## src/rtl/xlr8_uart_pkg.sv

```systemverilog
// Shared types and helpers for the XLR8 UART receive path.
// Holds the receiver state encoding and the baud divisor calculation.
package xlr8_uart_pkg;

  typedef enum logic [2:0] {
    S_IDLE,
    S_START,
    S_DATA,
    S_STOP,
    S_BREAK
  } rx_state_e;

  // Clocks per bit, rounded to the nearest integer.
  function automatic int calc_div(input int clk_hz, input int baud);
    return (clk_hz + baud / 2) / baud;
  endfunction

endpackage

```

## src/rtl/xlr8_uart_fifo.sv

```systemverilog
// First-word-fall-through byte FIFO with occupancy count.
// The head entry is presented combinationally; o_data reads 0 while empty.
module xlr8_uart_fifo #(
  parameter int DEPTH = 16
) (
  input  logic                     clk,
  input  logic                     rst_n,
  input  logic                     i_push,
  input  logic [7:0]               i_data,
  input  logic                     i_pop,
  output logic [7:0]               o_data,
  output logic                     o_full,
  output logic                     o_empty,
  output logic [$clog2(DEPTH):0]   o_count
);
  localparam int AW = $clog2(DEPTH);

  logic [7:0]    r_mem [DEPTH];
  logic [AW-1:0] r_wr_ptr;
  logic [AW-1:0] r_rd_ptr;
  logic [AW:0]   r_count;
  logic          w_do_push;
  logic          w_do_pop;

  assign o_full    = (r_count == (AW+1)'(DEPTH));
  assign o_empty   = (r_count == '0);
  assign o_count   = r_count;
  assign o_data    = o_empty ? 8'h00 : r_mem[r_rd_ptr];
  assign w_do_pop  = i_pop && !o_empty;
  // A full FIFO still accepts a push when the head leaves in the same cycle.
  assign w_do_push = i_push && (!o_full || w_do_pop);

  always_ff @(posedge clk) begin
    if (w_do_push) r_mem[r_wr_ptr] <= i_data;
  end

  always_ff @(posedge clk or negedge rst_n) begin
    if (!rst_n) begin
      r_wr_ptr <= '0;
      r_rd_ptr <= '0;
      r_count  <= '0;
    end else begin
      if (w_do_push) r_wr_ptr <= r_wr_ptr + 1'b1;
      if (w_do_pop)  r_rd_ptr <= r_rd_ptr + 1'b1;
      case ({w_do_push, w_do_pop})
        2'b10:   r_count <= r_count + 1'b1;
        2'b01:   r_count <= r_count - 1'b1;
        default: r_count <= r_count;
      endcase
    end
  end

endmodule

```

## src/rtl/xlr8_uart_rx_capture.sv

```systemverilog
// 8N1 UART receiver fed from the AVR TXD pin, buffering bytes in a FWFT FIFO.
// Contains the line synchronizer, bit timer, receive FSM and sticky overflow flag.
module xlr8_uart_rx_capture
  import xlr8_uart_pkg::*;
#(
  parameter int CLK_HZ     = 16000000,
  parameter int BAUD       = 115200,
  parameter int FIFO_DEPTH = 16
) (
  input  logic                          Clock,
  input  logic                          RESET_N,
  input  logic                          rxd,
  output logic [7:0]                    rx_data,
  output logic                          rx_valid,
  input  logic                          rx_ready,
  output logic                          frame_err,
  output logic                          overflow,
  input  logic                          clr_overflow,
  output logic [$clog2(FIFO_DEPTH):0]   fifo_count,
  output logic                          busy
);
  localparam int DIV   = calc_div(CLK_HZ, BAUD);
  localparam int HALF  = DIV / 2;
  localparam int CNT_W = (DIV > 2) ? $clog2(DIV) : 1;
  localparam logic [CNT_W-1:0] DIV_M1  = CNT_W'(DIV - 1);
  localparam logic [CNT_W-1:0] HALF_M1 = CNT_W'(HALF - 1);

  logic [1:0]       r_sync;
  rx_state_e        r_state;
  logic [CNT_W-1:0] r_cnt;
  logic [2:0]       r_bit_idx;
  logic [7:0]       r_shift;
  logic             r_frame_err;
  logic             r_busy;
  logic             r_overflow;
  logic             w_rxd_s;
  logic             w_push;
  logic             w_pop;
  logic             w_full;
  logic             w_empty;

  // Reset to the idle level so release never fakes a start edge.
  always_ff @(posedge Clock or negedge RESET_N) begin
    if (!RESET_N) r_sync <= 2'b11;
    else          r_sync <= {r_sync[0], rxd};
  end
  assign w_rxd_s = r_sync[1];

  always_ff @(posedge Clock or negedge RESET_N) begin
    if (!RESET_N) begin
      r_state     <= S_IDLE;
      r_cnt       <= '0;
      r_bit_idx   <= '0;
      r_shift     <= '0;
      r_frame_err <= 1'b0;
      r_busy      <= 1'b0;
    end else begin
      r_frame_err <= 1'b0;
      case (r_state)
        S_IDLE: begin
          if (!w_rxd_s) begin
            r_cnt   <= HALF_M1;
            r_state <= S_START;
            r_busy  <= 1'b1;
          end
        end
        S_START: begin
          if (r_cnt != '0) begin
            r_cnt <= r_cnt - 1'b1;
          end else if (w_rxd_s) begin
            r_state <= S_IDLE;
            r_busy  <= 1'b0;
          end else begin
            r_cnt     <= DIV_M1;
            r_bit_idx <= '0;
            r_state   <= S_DATA;
          end
        end
        S_DATA: begin
          if (r_cnt != '0) begin
            r_cnt <= r_cnt - 1'b1;
          end else begin
            // Line is LSB-first, so each new bit enters at the top.
            r_shift <= {w_rxd_s, r_shift[7:1]};
            r_cnt   <= DIV_M1;
            if (r_bit_idx == 3'd7) r_state   <= S_STOP;
            else                   r_bit_idx <= r_bit_idx + 3'd1;
          end
        end
        S_STOP: begin
          if (r_cnt != '0) begin
            r_cnt <= r_cnt - 1'b1;
          end else if (w_rxd_s) begin
            r_state <= S_IDLE;
            r_busy  <= 1'b0;
          end else begin
            r_frame_err <= 1'b1;
            r_state     <= S_BREAK;
          end
        end
        S_BREAK: begin
          if (w_rxd_s) begin
            r_state <= S_IDLE;
            r_busy  <= 1'b0;
          end
        end
        default: begin
          r_state <= S_IDLE;
          r_busy  <= 1'b0;
        end
      endcase
    end
  end

  assign w_push = (r_state == S_STOP) && (r_cnt == '0) && w_rxd_s;
  assign w_pop  = !w_empty && rx_ready;

  // A new drop takes priority over a simultaneous clear.
  always_ff @(posedge Clock or negedge RESET_N) begin
    if (!RESET_N)                        r_overflow <= 1'b0;
    else if (w_push && w_full && !w_pop) r_overflow <= 1'b1;
    else if (clr_overflow)               r_overflow <= 1'b0;
  end

  xlr8_uart_fifo #(
    .DEPTH(FIFO_DEPTH)
  ) u_fifo (
    .clk    (Clock),
    .rst_n  (RESET_N),
    .i_push (w_push),
    .i_data (r_shift),
    .i_pop  (w_pop),
    .o_data (rx_data),
    .o_full (w_full),
    .o_empty(w_empty),
    .o_count(fifo_count)
  );

  assign rx_valid  = !w_empty;
  assign frame_err = r_frame_err;
  assign overflow  = r_overflow;
  assign busy      = r_busy;

endmodule

```

## config.mk

```make
export PLATFORM = sky130hd
export DESIGN_NAME = xlr8_uart_rx_capture
export DESIGN_NICKNAME = d
export VERILOG_FILES = /design/src/rtl/xlr8_uart_pkg.sv /design/src/rtl/xlr8_uart_fifo.sv /design/src/rtl/xlr8_uart_rx_capture.sv
export SDC_FILE = /design/constraint.sdc
export NUM_CORES = 1
export LEC_CHECK = 0
export CAP_MARGIN = 20
export CORE_MARGIN = 2
export CORE_UTILIZATION = 61
export CTS_BUF_LIST = sky130_fd_sc_hd__clkbuf_4 sky130_fd_sc_hd__clkbuf_8
export CTS_CLUSTER_DIAMETER = 120
export DETAILED_ROUTE_END_ITERATION = 6
export PLACE_DENSITY = 0.91
export RECOVER_POWER = 100
export SLEW_MARGIN = 30
export SYNTH_ARGS = -nofsm -noshare
export SYNTH_HDL_FRONTEND = slang
export SYNTH_HIERARCHICAL = 1
export SYNTH_SLANG_ARGS = --single-unit
```

## constraint.sdc

```tcl
create_clock -name Clock -period 4.2 [get_ports Clock]
set_input_delay 0.84 -clock Clock [delete_from_list [all_inputs] [get_ports Clock]]
set_output_delay 0.84 -clock Clock [all_outputs]
set_load 0.05 [all_outputs]
```

==> results of run 1 <==
## cells by family (layout without fill, tap and decap cells)
group           after synthesis  after routing  share of synthesized area, %
flops                       168            168                          66.8
simple gates                 83             83                          6.95
mux                          58             58                          14.1
compound gates               57             57                          5.90
buf+inv                      38             80                          2.43
fa+ha+maj                    14             14                          2.48
xor+xnor                     11             11                          1.33
## worst max-delay path by stage
stage / slack, ps / from / to / depth (start not counted)
3_3_place_gp: 940 / rx_ready / u_fifo/o_count[4] / 9
4_1_cts: 290 / u_fifo/r_rd_ptr[1] / rx_data[4] / 5
6_report: 310 / u_fifo/r_rd_ptr[1] / rx_data[4] / 5
3_5_place_dp: 810 / rx_ready / u_fifo/o_count[4] / 9
2_1_floorplan: 1010 / u_fifo/r_rd_ptr[1] / rx_data[0] / 6
5_1_grt: 110 / u_fifo/r_rd_ptr[1] / rx_data[4] / 5
## worst register-to-register path, delay by kind of cell, from the launching register on
kind,cells,cell delay (ps)
fa+ha+maj,1,160
simple gates,5,2350
flops,1,380
compound gates,1,340
buf+inv,1,100
## per-stage QoR
step                cells  total power, W  setup slack [ps]  util (%)  cell area, um^2
global placement      582         0.00297               939      65.8             7570
CTS                   614         0.00427               291      69.7             8020
finish                614         0.00416               310      68.9             7940
floorplan             429         0.00278              1010         -             7260
detailed placement    582         0.00301               814      65.8             7570
global route          614         0.00433               111      68.9             7940
## cell usage in the layout (no fill, tap or decap), types with 5 or more instances in the layout
cell	n
a211oi_1	18
ha_1	12
mux2_2	11
clkbuf_1	6
nor2_1	16
clkbuf_2	6
o21ai_0	6
a21oi_1	10
and2_0	8
clkbuf_8	17
nor3b_1	5
edfxtp_1	128
nor2b_1	11
mux2i_1	12
nand2_1	11
nand3_1	7
dfrtp_1	38
inv_1	20
dlygate4sd3_1	10
xnor2_1	9
bufinv_16	5
mux4_2	28
## registers in the layout, summed over array words and instances (netlist names)
| register | cells |
|---|---|
| busy | 1 |
| u_fifo/r_wr_ptr | 4 |
| r_state | 3 |
| u_fifo/r_rd_ptr | 4 |
| r_shift | 8 |
| u_fifo/o_count | 5 |
| u_fifo/r_mem | 128 |
| overflow | 1 |
| frame_err | 1 |
| r_bit_idx | 3 |
| r_sync | 2 |
| r_cnt | 8 |
## layout make-up
type,count,area (um^2),share of cell area (%)
flip-flops and latches,168,4850,61.1
clock inverters,13,203,2.55
inverters,20,75.1,0.946
clock buffers,19,249,3.14
multi-input cells,223,2180,27.5
well taps,143,179,2.25
repair buffers,28,203,2.55
## where the power goes
group | internal, W | total, W | switching (W)
combinational | 0.000355 | 0.000950 | 0.000595
sequential | 0.00181 | 0.00196 | 0.000143
clock | 0.000718 | 0.00125 | 0.000537
## Yosys cell counts, types with 2 or more instances
library cell,instances
edfxtp_1,128
dfrtp_1,38
mux4_2,28
inv_1,20
a211oi_1,18
nor2_1,15
ha_1,12
mux2i_1,12
mux2_2,11
nand2_1,11
nor2b_1,11
a21oi_1,10
and2_1,9
xnor2_1,9
nand3_1,7
clkbuf_1,6
buf_2,5
nor3b_1,5
mux4_1,4
nand2b_1,4
nor4_1,4
o21ai_0,4
a22o_1,3
a31oi_1,3
buf_4,3
mux2_4,3
nand3b_1,3
a21o_1,2
a221oi_1,2
and3_1,2
buf_6,2
dfstp_2,2
nor3_1,2
nor4_2,2
o211ai_1,2
o21ai_2,2
o22a_1,2
or4_4,2
xor2_1,2
## metal layers
metal	GRT usage (%)	up-vias	routed length, um
met5	0	-	0
met1	32.1	2023	5740
met3	4.39	26	771
li1	-	1736	-
met2	39.1	157	7010
met4	9.35	0	301
==> flow_summary.ini, run 1 <==
[run_status]
outcome = finished, violations left
violations = design-rule violations, max-capacitance violations, max-slew violations

[floorplan]
die_x_um = 113
chipHeight_um = 113
rows = 39
start_util_pct = 63.0
io_pins = 22
die_area_um2 = 12800
core_um2 = 11500

[timing]
hold_viol = 0
timing.final.crit_share_pct = 92.6
whs_ps = 362
rsz0062_at_grt = no
tns_ps = 0
worst_slew_pin_slew_ps = 2080
timing.fmax_mhz = 257
skew_ps = 12.2
fin_crit_ps = 3890
slew_headroom_pct = -38.4
finalMaxSlewViolations = 41
setup_viol = 0

[pwr]
p_leak_nw = 3.16
powerDensity_nw_per_um2 = 524
vdd_drop_max_mv = 0.498

[setup_path]
ff2ff_path_depth = 8
path_max_fanout = 22
rr_endpoint = u_fifo/r_mem[11][2]
worstPathCellList = buf_4, mux4_1, a211oi_1, a211oi_1, clkbuf_2
cp_top_family = flip-flops
arrival_ps = 3050
start_kind = register
critPathSlowestCell = dfrtp_1
cp.buffers_inverters = 2
reg2reg_from = r_cnt[0]
cp-end-kind = primary output
cpPeakStageDelay_ps = 830
path_class = reg2out
regToRegSetupSlack_ps = 500
crit_path_frequent_cell = a211oi_1
required_ps = 3360

[clocking]
cts_buffer_depth = 2
h-tree-depth = 4
cts_tree = built
clk_pin_slew_worst_paths_ps = 80
post_cts_resized = 0
post_cts.repair.setup_buffers = 0
clk_latency_ps = 440
cts_hold_buf = 0
cts_made_buffers = 17
clock-root-buffer = clkbuf_8
cts_num_sinks = 168

[synth]
synth_edf_count = 128
syn_area_um2 = 7260
ys_ff_latch = 168
synth_ff_type = edfxtp_1
ys_seq_area_share_pct = 66.8
avgSynthCellArea_um2 = 16.9
synth_nets = 447
async_reset_ff_share_pct = 23.8
synth.distinct_cells = 58
synth.area.top_cells = edfxtp_1, dfrtp_1, mux4_2, ha_1, a211oi_1
netlist.area_leader.share_pct = 53.0
synth_area_leader_cell = edfxtp_1
synthCells = 429
yosysWarnings = 6

[drt]
viasPerCell = 6.42
vias = 3942
drc = 2
wire_per_inst_um = 22.5
drt_iter0_markers = 518
drt_wl_total_um = 13800
drtPass1Iterations = 7
ant_nets = 0

[worst_hold_path]
hold_class = reg2reg
min_from = r_sync[0]
min_path_cells = 0
min_to = r_sync[1]

[final_layout]
fillers = 726
areaGrowthSynthToFinish_pct = 9.36
antenna_cells = 0
drive_gt1_share_pct = 18.7
fin_nets = 476

[global_route]
grt_pass1_vias = 4063
track_usage_pct = 23.8
globalRoute.totalOverflow = 0
grt_pass1_wl_um = 22400
antenna_found_initial = 0
grt_max_degree = 41

[placed_design]
io_buffers = 21
dp_hpwl_um = 8860
place.gp.congestion = 0.845

[flow_run]
cap_violations = 1
No activity file was read; power rests on OpenSTA's default activity.
==> run 2: changes to the inputs <==
--- a/config.mk
+++ b/config.mk
@@ -11,7 +11,8 @@
 export CTS_BUF_LIST = sky130_fd_sc_hd__clkbuf_4 sky130_fd_sc_hd__clkbuf_8
 export CTS_CLUSTER_DIAMETER = 120
 export DETAILED_ROUTE_END_ITERATION = 6
-export PLACE_DENSITY = 0.91
+export DONT_BUFFER_PORTS = 1
+export PLACE_DENSITY = 0.89
 export RECOVER_POWER = 100
 export SLEW_MARGIN = 30
 export SYNTH_ARGS = -nofsm -noshare
==> run 2 against run 1 <==
Compared with the run above:
- the flow finishes with violations (design-rule violations)
- via count down 2.9%
- sequential share of layout area up 0.94 points
- sequential power up 5%
- fmax up 0.15%
- clock-buffer cell count down 2
- critical path depth up 1
- cell count down 2.0%
- register-to-register slack about the same
- sequential cell count unchanged
- die area unchanged
- routed wire length down 1.7%
- power down 3.1%
- critical endpoint is now rx_data[7]
==> flow_summary.ini, run 2 (same netlist as run 1, synthesis figures left out) <==
[clocking]
post_cts.repair.setup_buffers = 0
cts_buffer_depth = 2
cts_num_sinks = 168
h-tree-depth = 4
cts_tree = built
clock-root-buffer = clkbuf_8
clk_latency_ps = 460
cts_hold_buf = 0
cts_made_buffers = 17
post_cts_resized = 0
clk_pin_slew_worst_paths_ps = 80

[placed_design]
place_area_um2 = 7490
io_buffers = 0
post-place-cells = 570
dp_slack_ps = 767
dp_hpwl_um = 8930
place.gp.congestion = 0.862

[pwr]
p_int_w = 0.00270
pwr-share-comb_pct = 20.9
p_leak_nw = 3.09
vdd_drop_max_mv = 0.453
powerDensity_nw_per_um2 = 516
seq_power_share_pct = 51.0
power_frac_clock_pct = 28.1
p_sw_share_pct = 33.1
switching_power_w = 0.00133

[setup_path]
cp-end-kind = primary output
start_kind = register
critPathLaunch = u_fifo/r_rd_ptr[1]
cp_top_family = flip-flops
ff2ff_path_depth = 11
path_max_fanout = 16
rr_endpoint = u_fifo/o_count[4]
path_class = reg2out
reg2reg_from = u_fifo/o_count[1]
crit_path_frequent_cell = buf_4
arrival_ps = 3040
required_ps = 3360
worstPathCellList = buf_4, clkbuf_2, mux4_2, mux2i_1, a211oi_2, buf_4
cp.buffers_inverters = 3
cpPeakStageDelay_ps = 910
regToRegSetupSlack_ps = 510
critPathSlowestCell = dfrtp_1

[global_route]
track_usage_pct = 23.3
grt_pass1_vias = 3922
grt_pass1_wl_um = 21700
grt_max_degree = 41
globalRoute.totalOverflow = 0
antenna_found_initial = 0

[final_layout]
fin_nets = 464
layout_commonest_cell = edfxtp_1
final_area_um2 = 7820
largest-register = u_fifo/r_mem
final_cell_mix = edfxtp_1, dfrtp_1, mux4_2
drive_gt1_share_pct = 21.6
reg_top3 = u_fifo/r_mem (128), r_cnt (8), r_shift (8)
largest_reg_flops = 128
instances_no_fill = 602
areaGrowthSynthToFinish_pct = 7.71
antenna_cells = 0

[timing]
slew_headroom_pct = 39.9
finalMaxSlewViolations = 0
rsz0062_at_grt = no
final.setup.worst_slack_ps = 316
tns_ps = 0
setup_viol = 0
whs_ps = 70.0
worst_slew_pin_slew_ps = 899
timing.final.crit_share_pct = 92.5
fin_crit_ps = 3880
hold_viol = 0
skew_ps = 8.57
timing.fmax_mhz = 257

[floorplan]
core_um2 = 11500
io_pins = 22
rows = 39
die_area_um2 = 12800
start_util_pct = 63.0
die_x_um = 113
chipHeight_um = 113

[drt]
vias = 3828
ant_nets = 0
drtPass1Iterations = 7
drt_iter0_markers = 350
drc = 2
wire_per_inst_um = 22.6
drt_wl_total_um = 13600
viasPerCell = 6.36

[flow_run]
cap_violations = 0

[run_status]
outcome = finished, violations left
violations = design-rule violations

[worst_hold_path]
hold_class = in2async
run 2: cell types whose count changed in the layout (fill, tap and decap cells not counted), moves of 3 or more:
cell and delta:
bufinv_16 -3, a211oi_2 +8, dlygate4sd3_1 -10, buf_4 +3, a211oi_1 -8, inv_6 +5
run 2: per-stage QoR:
step	total power, W	utilization (%)
4_1_cts	0.00411	68.6
3_5_place_dp	0.00299	65.1
3_3_place_gp	0.00295	65.1
5_1_grt	0.00419	67.9
2_1_floorplan	0.00278	-
6_report	0.00403	67.9
run 2: how the worst max path moves through the flow:
stage / cells past startpoint / to / slack, ps
after CTS: 6 / rx_data[7] / 350
after floorplan: 6 / rx_data[0] / 1010
after global placement: 11 / u_fifo/o_count[4] / 880
after detailed placement: 11 / u_fifo/o_count[4] / 770
final: 6 / rx_data[7] / 320
after global routing: 6 / rx_data[7] / 110
run 2: routing by layer:
layer  vias up  global-route usage, %  part of all wire, %
met4         0                   9.51                  1.8
met5         -                      0                    0
met3        28                   5.52                  5.3
met2       131                   37.0                   50
li1       1711                      -                    -
met1      1958                   31.5                   42
run 2: power groups by stage:
stage	sequential, W	clock (W)	combinational (W)
finish	0.00206	0.00113	0.000842
detailed placement	0.00210	0	0.000890
CTS	0.00206	0.00116	0.000890
global placement	0.00209	0	0.000861
global route	0.00208	0.00122	0.000897
floorplan	0.00199	0	0.000795
run 2: final cells by class:
type,count,area (um^2)
clock inverter,15,168
fill,758,3700
sequential,168,4850
clock buffer,17,234
tap,143,179
multi-input combinational,223,2220
timing repair buffer,16,92.6
inverter,20,75.1
